## config.mk

```make
export PLATFORM = sky130hd
export DESIGN_NAME = sap_1_sequencer
export DESIGN_NICKNAME = d
export VERILOG_FILES = /design/src/rtl/sap_1_sequencer.sv
export SDC_FILE = /design/constraint.sdc
export NUM_CORES = 1
export LEC_CHECK = 0
export BUFFER_PORTS_ARGS = -buffer_cell sky130_fd_sc_hd__buf_2
export CORE_AREA = 2 2 39 41
export DETAILED_ROUTE_END_ITERATION = 10
export DIE_AREA = 0 0 41 43
export PLACE_DENSITY = 0.58
export SETUP_SLACK_MARGIN = 0.5
export SLEW_MARGIN = 30
export SYNTH_ARGS = -nofsm -noshare
export SYNTH_HDL_FRONTEND = slang
export SYNTH_SLANG_ARGS = --single-unit
```

## constraint.sdc

```tcl
create_clock -name CLK -period 2.05 [get_ports CLK]
set_input_delay 0.205 -clock CLK [delete_from_list [all_inputs] [get_ports CLK]]
set_output_delay 0.205 -clock CLK [all_outputs]
set_load 0.05 [all_outputs]
```

## src/rtl/sap_1_sequencer.sv

```systemverilog
// SAP-1 controller front end: one-hot T1..T6 ring counter, opcode decode, HLT ownership.
// Ring/HLT are registered (1 edge); decode is combinational (0 latency). No backpressure.
// Optional SAP_1_SINGLE_STEP_EN adds a STEP input and advances one T-state per STEP rise.
module sap_1_sequencer #(
  parameter logic [3:0] OPCODE_LDA = 4'b0000,
  parameter logic [3:0] OPCODE_ADD = 4'b0001,
  parameter logic [3:0] OPCODE_SUB = 4'b0010,
  parameter logic [3:0] OPCODE_OUT = 4'b1110,
  parameter logic [3:0] OPCODE_HLT = 4'b1111
) (
  input  logic       CLK,
  input  logic       CLR,
`ifdef SAP_1_SINGLE_STEP_EN
  input  logic       STEP,
`endif
  input  logic [3:0] opcode,
  output logic [6:1] ring_counter,
  output logic       LDA,
  output logic       ADD,
  output logic       SUB,
  output logic       OUT,
  output logic       HLT
);

  localparam logic [6:1] T1 = 6'b000001;
  localparam logic [6:1] T4 = 6'b001000;

  if (OPCODE_LDA == OPCODE_ADD || OPCODE_LDA == OPCODE_SUB || OPCODE_LDA == OPCODE_OUT ||
      OPCODE_LDA == OPCODE_HLT || OPCODE_ADD == OPCODE_SUB || OPCODE_ADD == OPCODE_OUT ||
      OPCODE_ADD == OPCODE_HLT || OPCODE_SUB == OPCODE_OUT || OPCODE_SUB == OPCODE_HLT ||
      OPCODE_OUT == OPCODE_HLT) begin : g_opcode_clash
    $error("sap_1_sequencer: opcode parameters must be pairwise distinct");
  end

  logic adv;
  logic ring_legal;

`ifdef SAP_1_SINGLE_STEP_EN
  logic step_d;

  always_ff @(posedge CLK) begin
    if (CLR) step_d <= 1'b0;
    else     step_d <= STEP;
  end

  assign adv = STEP && !step_d;
`else
  assign adv = 1'b1;
`endif

  assign ring_legal = (ring_counter != '0) && ((ring_counter & (ring_counter - 6'd1)) == '0);

  // An illegal ring recovers to T1 even while halted; HLT itself only clears on CLR.
  always_ff @(posedge CLK) begin
    if (CLR) begin
      ring_counter <= T1;
      HLT          <= 1'b0;
    end else if (!ring_legal) begin
      ring_counter <= T1;
    end else if (!HLT && adv) begin
      if (ring_counter == T4 && opcode == OPCODE_HLT) HLT <= 1'b1;
      else ring_counter <= {ring_counter[5:1], ring_counter[6]};
    end
  end

  assign LDA = (opcode == OPCODE_LDA);
  assign ADD = (opcode == OPCODE_ADD);
  assign SUB = (opcode == OPCODE_SUB);
  assign OUT = (opcode == OPCODE_OUT);

endmodule

```

* After elaboration in Yosys (flattened, before gate mapping)
Cells that the tools add are included.
W data, S select, Z words.
** Word-level totals
- Flip-flop bits (word level) :: 7
- Latch bits :: 0
- Memory bits (writable) :: 0
- ROM bits :: 0
- Bits of input ports :: 6
- Output and inout bits :: 11
- Logic and storage cells :: 21
- Memories :: 0
** Operators by class
- $add $sub $neg :: 1
- Multipliers :: 0
- Divide/modulo/power cells :: 0
- Order comparisons :: 0
- Equality and inequality tests :: 5
- Shifts and indexed selects :: 0
- Muxes and demuxes :: 2
- Bitwise logic cells :: 4
- Reductions and logical operators :: 7
** Operator list (count)
- $eq A4 B4 Y1 const B :: 2
- $and A6 B6 Y6 :: 1
- $eq A6 B4 Y1 const B :: 1
- $logic_not A6 Y1 :: 1
- $reduce_bool A6 Y1 :: 1
- $sub A6 B1 Y6 const B :: 1
- $eq A4 B1 Y1 const B :: 1
- $eq A4 B2 Y1 const B :: 1
- $logic_not A4 Y1 :: 1
- $not A1 Y1 :: 3
- $logic_and A1 B1 Y1 :: 2
- $mux W1 :: 2
- $reduce_and A2 Y1 :: 1
- $reduce_or A2 Y1 :: 1

* Depth between registers and ports, before layout
- Depth in word-level cells :: 6
- Gate-level depth with buffers :: 5
- Gate-level depth less buffers :: 4

* Worst setup path before layout
Ideal clock, no wire load.
- Path type :: input port to output port
- From :: in opcode[1]
- To :: out ADD
- Data arrival time :: 1862 ps
- Required time :: 1845 ps
- Path slack :: -17 ps
- Cell stages on the path :: 1
- Buffers on the path :: 0
- Cells stage by stage :: nor4b_1
** Between the ends
- Longest elaborated chain between the ends :: 1
** RTL lines
- from (decl) :: line 16 : input logic [3:0] opcode,
- $eq A4 B1 Y1 :: line 67 : assign ADD = (opcode == OPCODE_ADD);
- to (decl) :: line 19 : output logic ADD,
No other way between the ends.

* Final worst setup path
- From :: reg ring_counter[1] (netlist bit)
- To :: reg ring_counter[4] (netlist bit)
** Between the ends
- Longest elaborated chain between the ends :: 6
- Elaborated cells between the ends (all ways) :: 11
- Those cells by class :: add/sub (1); eq/ne (1); bitwise (3); reduce/logical (6)
** RTL lines
- from (decl) :: line 17 : output logic [6:1] ring_counter,
- from (signal assigned) :: line 62 : else ring_counter <= {ring_counter[5:1], ring_counter[6]};
- $sub A6 B1 Y6 :: line 51 : assign ring_legal = (ring_counter != '0) && ((ring_counter & (ring_counter - 6'd1)) == '0);
- $and A6 B6 Y6 :: line 51
- $logic_not A6 Y1 :: line 51
- $logic_and A1 B1 Y1 :: line 51
- $not A1 Y1 (no source line)
- $reduce_or A2 Y1 (no source line)
Parallel ways exist; a longest one is shown, timed or not.
A chain may end at the register's enable or synchronous reset.

==> reports/metrics.csv <==
metric;value;unit
syn_area_per_cell;8.51;µm²
hold_violations;0;
seq_power_share;0.334;
htree_levels;1;
final_common_cell;sky130_fd_sc_hd__buf_2;
layout_overhead_on_the_synthesized_area;42.8;%
dp_hpwl;742;µm
avgViaCountPerCell;5.09;
io_pins;17;
globalRouteMet1Util;0.146;
worstHoldPathType;primary input to flip-flop;
route.detailed.wl_per_inst;12.0;µm
max_slew_margin_vs_limit;0.732;
drtIter0Drc;4;
1st_pass_router_iterations;4;
ctsHoldBuffers;0;
reg_area;149;µm²
grt_most_used_layer;met2;
maxCapViolations;0;
groute.layer.met2.usage;0.200;
cts.sinks;7;
cts_root_buffer;sky130_fd_sc_hd__clkbuf_4;
postRouteAntennaNets;0;
finalCoreUtilization;0.395;
globalRoute.totalOverflow;0;
n_fill_cell;142;
slew_worst_pin;0.398;ns
grt_usage;0.131;
synth_area_leaders;sky130_fd_sc_hd__dfxtp_1 (37%), sky130_fd_sc_hd__mux2i_1 (7.8%), sky130_fd_sc_hd__or3b_1 (6.9%);
use_met3;0.0471;
pwr-share-comb;0.461;
antenna_cells;0;
grt_pass1_vias;378;
layout_cells_sized_above_1;0.462;
placeableCoreArea;1380;µm²
worstSkewPairLatency;0.24;ns
buffer_ports.inserted;16;
pwr_per_cell_area;1100;nW/µm²
p_clk_frac;0.205;
status;finished clean;
synth_top_cell_by_area;sky130_fd_sc_hd__dfxtp_1;
grt_first_pass_wirelength;1520;µm
chipWidth;41;µm
setup_viol;0;
totalNegativeSetupSlack;0;ns
vdd_ir_drop_max;458;µV
report.final.slew_viol_count;0;
number_of_warning_messages_in_the_yosys_log;0;
p_int;0.347;mW
post-synth-top-area-fraction;0.366;
leading_cell_types_in_the_layout_fill_and_taps_excluded;sky130_fd_sc_hd__buf_2 (16), sky130_fd_sc_hd__nor2_1 (6), sky130_fd_sc_hd__a21oi_1 (5);
clk_pin_slew;0.05;ns
place_congestion;0.695;
starting_density;0.277;
number_of_storage_elements_in_the_synthesis_netlist;7;
antenna_violations_before_repair;0;
clock_tree.buffer_depth;2;
drt-total-wl;976;µm
timing.final.crit_period;1.74;ns
placementRows;14;
multi_input_comb_area;264;µm²
cp_data_required_time;2.22;ns
p_switching;0.253;mW
worst_setup_path_start_kind;flip-flop;
mappedNetlistNets;51;
endpoint_kind;flip-flop;
cts_made_buffers;3;
grt_setup_unrepaired;true;
p_sw_frac;0.422;
yosysUniqueCellTypes;22;
clock.fmax;575;MHz
fin_worst_skew;0.00250;ns
grt_start_max_net_pins;11;
remaining_drc_errors;0;
netlist_area;383;µm²
floorplan.die.height;43;µm
leakage;0.212;nW
cts_tree;built;
num-nets-final;72;
worstSetupPathType;flip-flop to flip-flop;
via_count_of_the_routed_design;412;
seq_area_frac_synth;0.366;
crit_fanout;5;
crit_arrival;1.91;ns
synthCells;45;
floorplan.die_area;1760;µm²
layout_worst_path_cycle_share;0.848;
[repair_timing]
item,4_1_cts,5_1_grt
pin swaps,5,2
endpoints found under the setup margin,5,5
buffers inserted,1,0
hold endpoints to repair,0,0
resized for setup,1,0
[final cells by class]
class / instances / share of cell area
well taps: 16 / 0.0366
repair buffers: 17 / 0.160
flip-flops and latches: 7 / 0.272
clock buffers: 4 / 0.0481
multi-input cells: 37 / 0.483
[metrics by stage]
step                cells  total power [mW]  area, µm²  hold slack [ns]  setup slack (ns)
CTS                    81             0.608        547            0.144             0.309
finish                 81             0.600        547            0.148             0.312
floorplan              45             0.401        412            0.277             0.294
global route           81             0.636        547            0.143             0.235
global placement       76             0.460        508            0.400             0.303
detailed placement     76             0.463        508            0.400             0.304
[power groups by stage]
stage / clock, mW / sequential [mW] / combinational, mW
after CTS: 0.127 / 0.201 / 0.279
after detailed placement: 0 / 0.213 / 0.250
after global routing: 0.136 / 0.205 / 0.295
after global placement: 0 / 0.212 / 0.248
after floorplan: 0 / 0.293 / 0.108
final: 0.123 / 0.200 / 0.277
[worst paths after layout]
kind / slack (ns) / end / depth (start not counted) / start
setup / recovery: 0.31 / ring_counter[4] / 4 / ring_counter[1]
hold / removal: 0.15 / HLT / 2 / CLR
setup reg to reg: 0.31 / ring_counter[4] / 4 / ring_counter[1]
hold reg to reg: 0.54 / ring_counter[4] / 2 / ring_counter[3]
[state kept, by name, summed over array words and instances (netlist names)]
signal and count:
ring_counter 6, HLT 1
[synth_stat cells, drive strengths merged]
master	number
nand4	1
nor3	1
nand2b	2
dfxtp	7
nor2	6
or3b	3
o21ai	2
or2	1
mux2i	3
o2bb2ai	1
clkbuf	1
xor2	1
a22oi	1
o211ai	1
or3	2
nor4	2
nand2	2
nor4b	1
a21oi	5
nor2b	1
a311o	1
[cell families after synthesis]
| kind of cell | share of synthesized area |
|---|---|
| flip-flops | 0.366 |
| AO/OA/AOI/OAI | 0.180 |
| buffers and inverters | 0.00979 |
| AND/OR/NAND/NOR | 0.343 |
| XOR/XNOR | 0.0229 |
| multiplexers | 0.0784 |
[layer usage]
| layer | share of wire | wire [µm] |
|---|---|---|
| met1 | 0.46 | 446 |
| met2 | 0.49 | 476 |
| met3 | 0.037 | 36 |
| met4 | 0.017 | 17 |
| met5 | 0 | 0 |
[worst max-delay path, cell delays in order, from the launching register on]
cell and delay, ns:
sky130_fd_sc_hd__dfxtp_4 0.34, sky130_fd_sc_hd__or3_4 0.39, sky130_fd_sc_hd__or3_4 0.34, sky130_fd_sc_hd__or3b_4 0.41, sky130_fd_sc_hd__a22oi_1 0.18
Note: power is estimated with default switching activity, not from simulation.
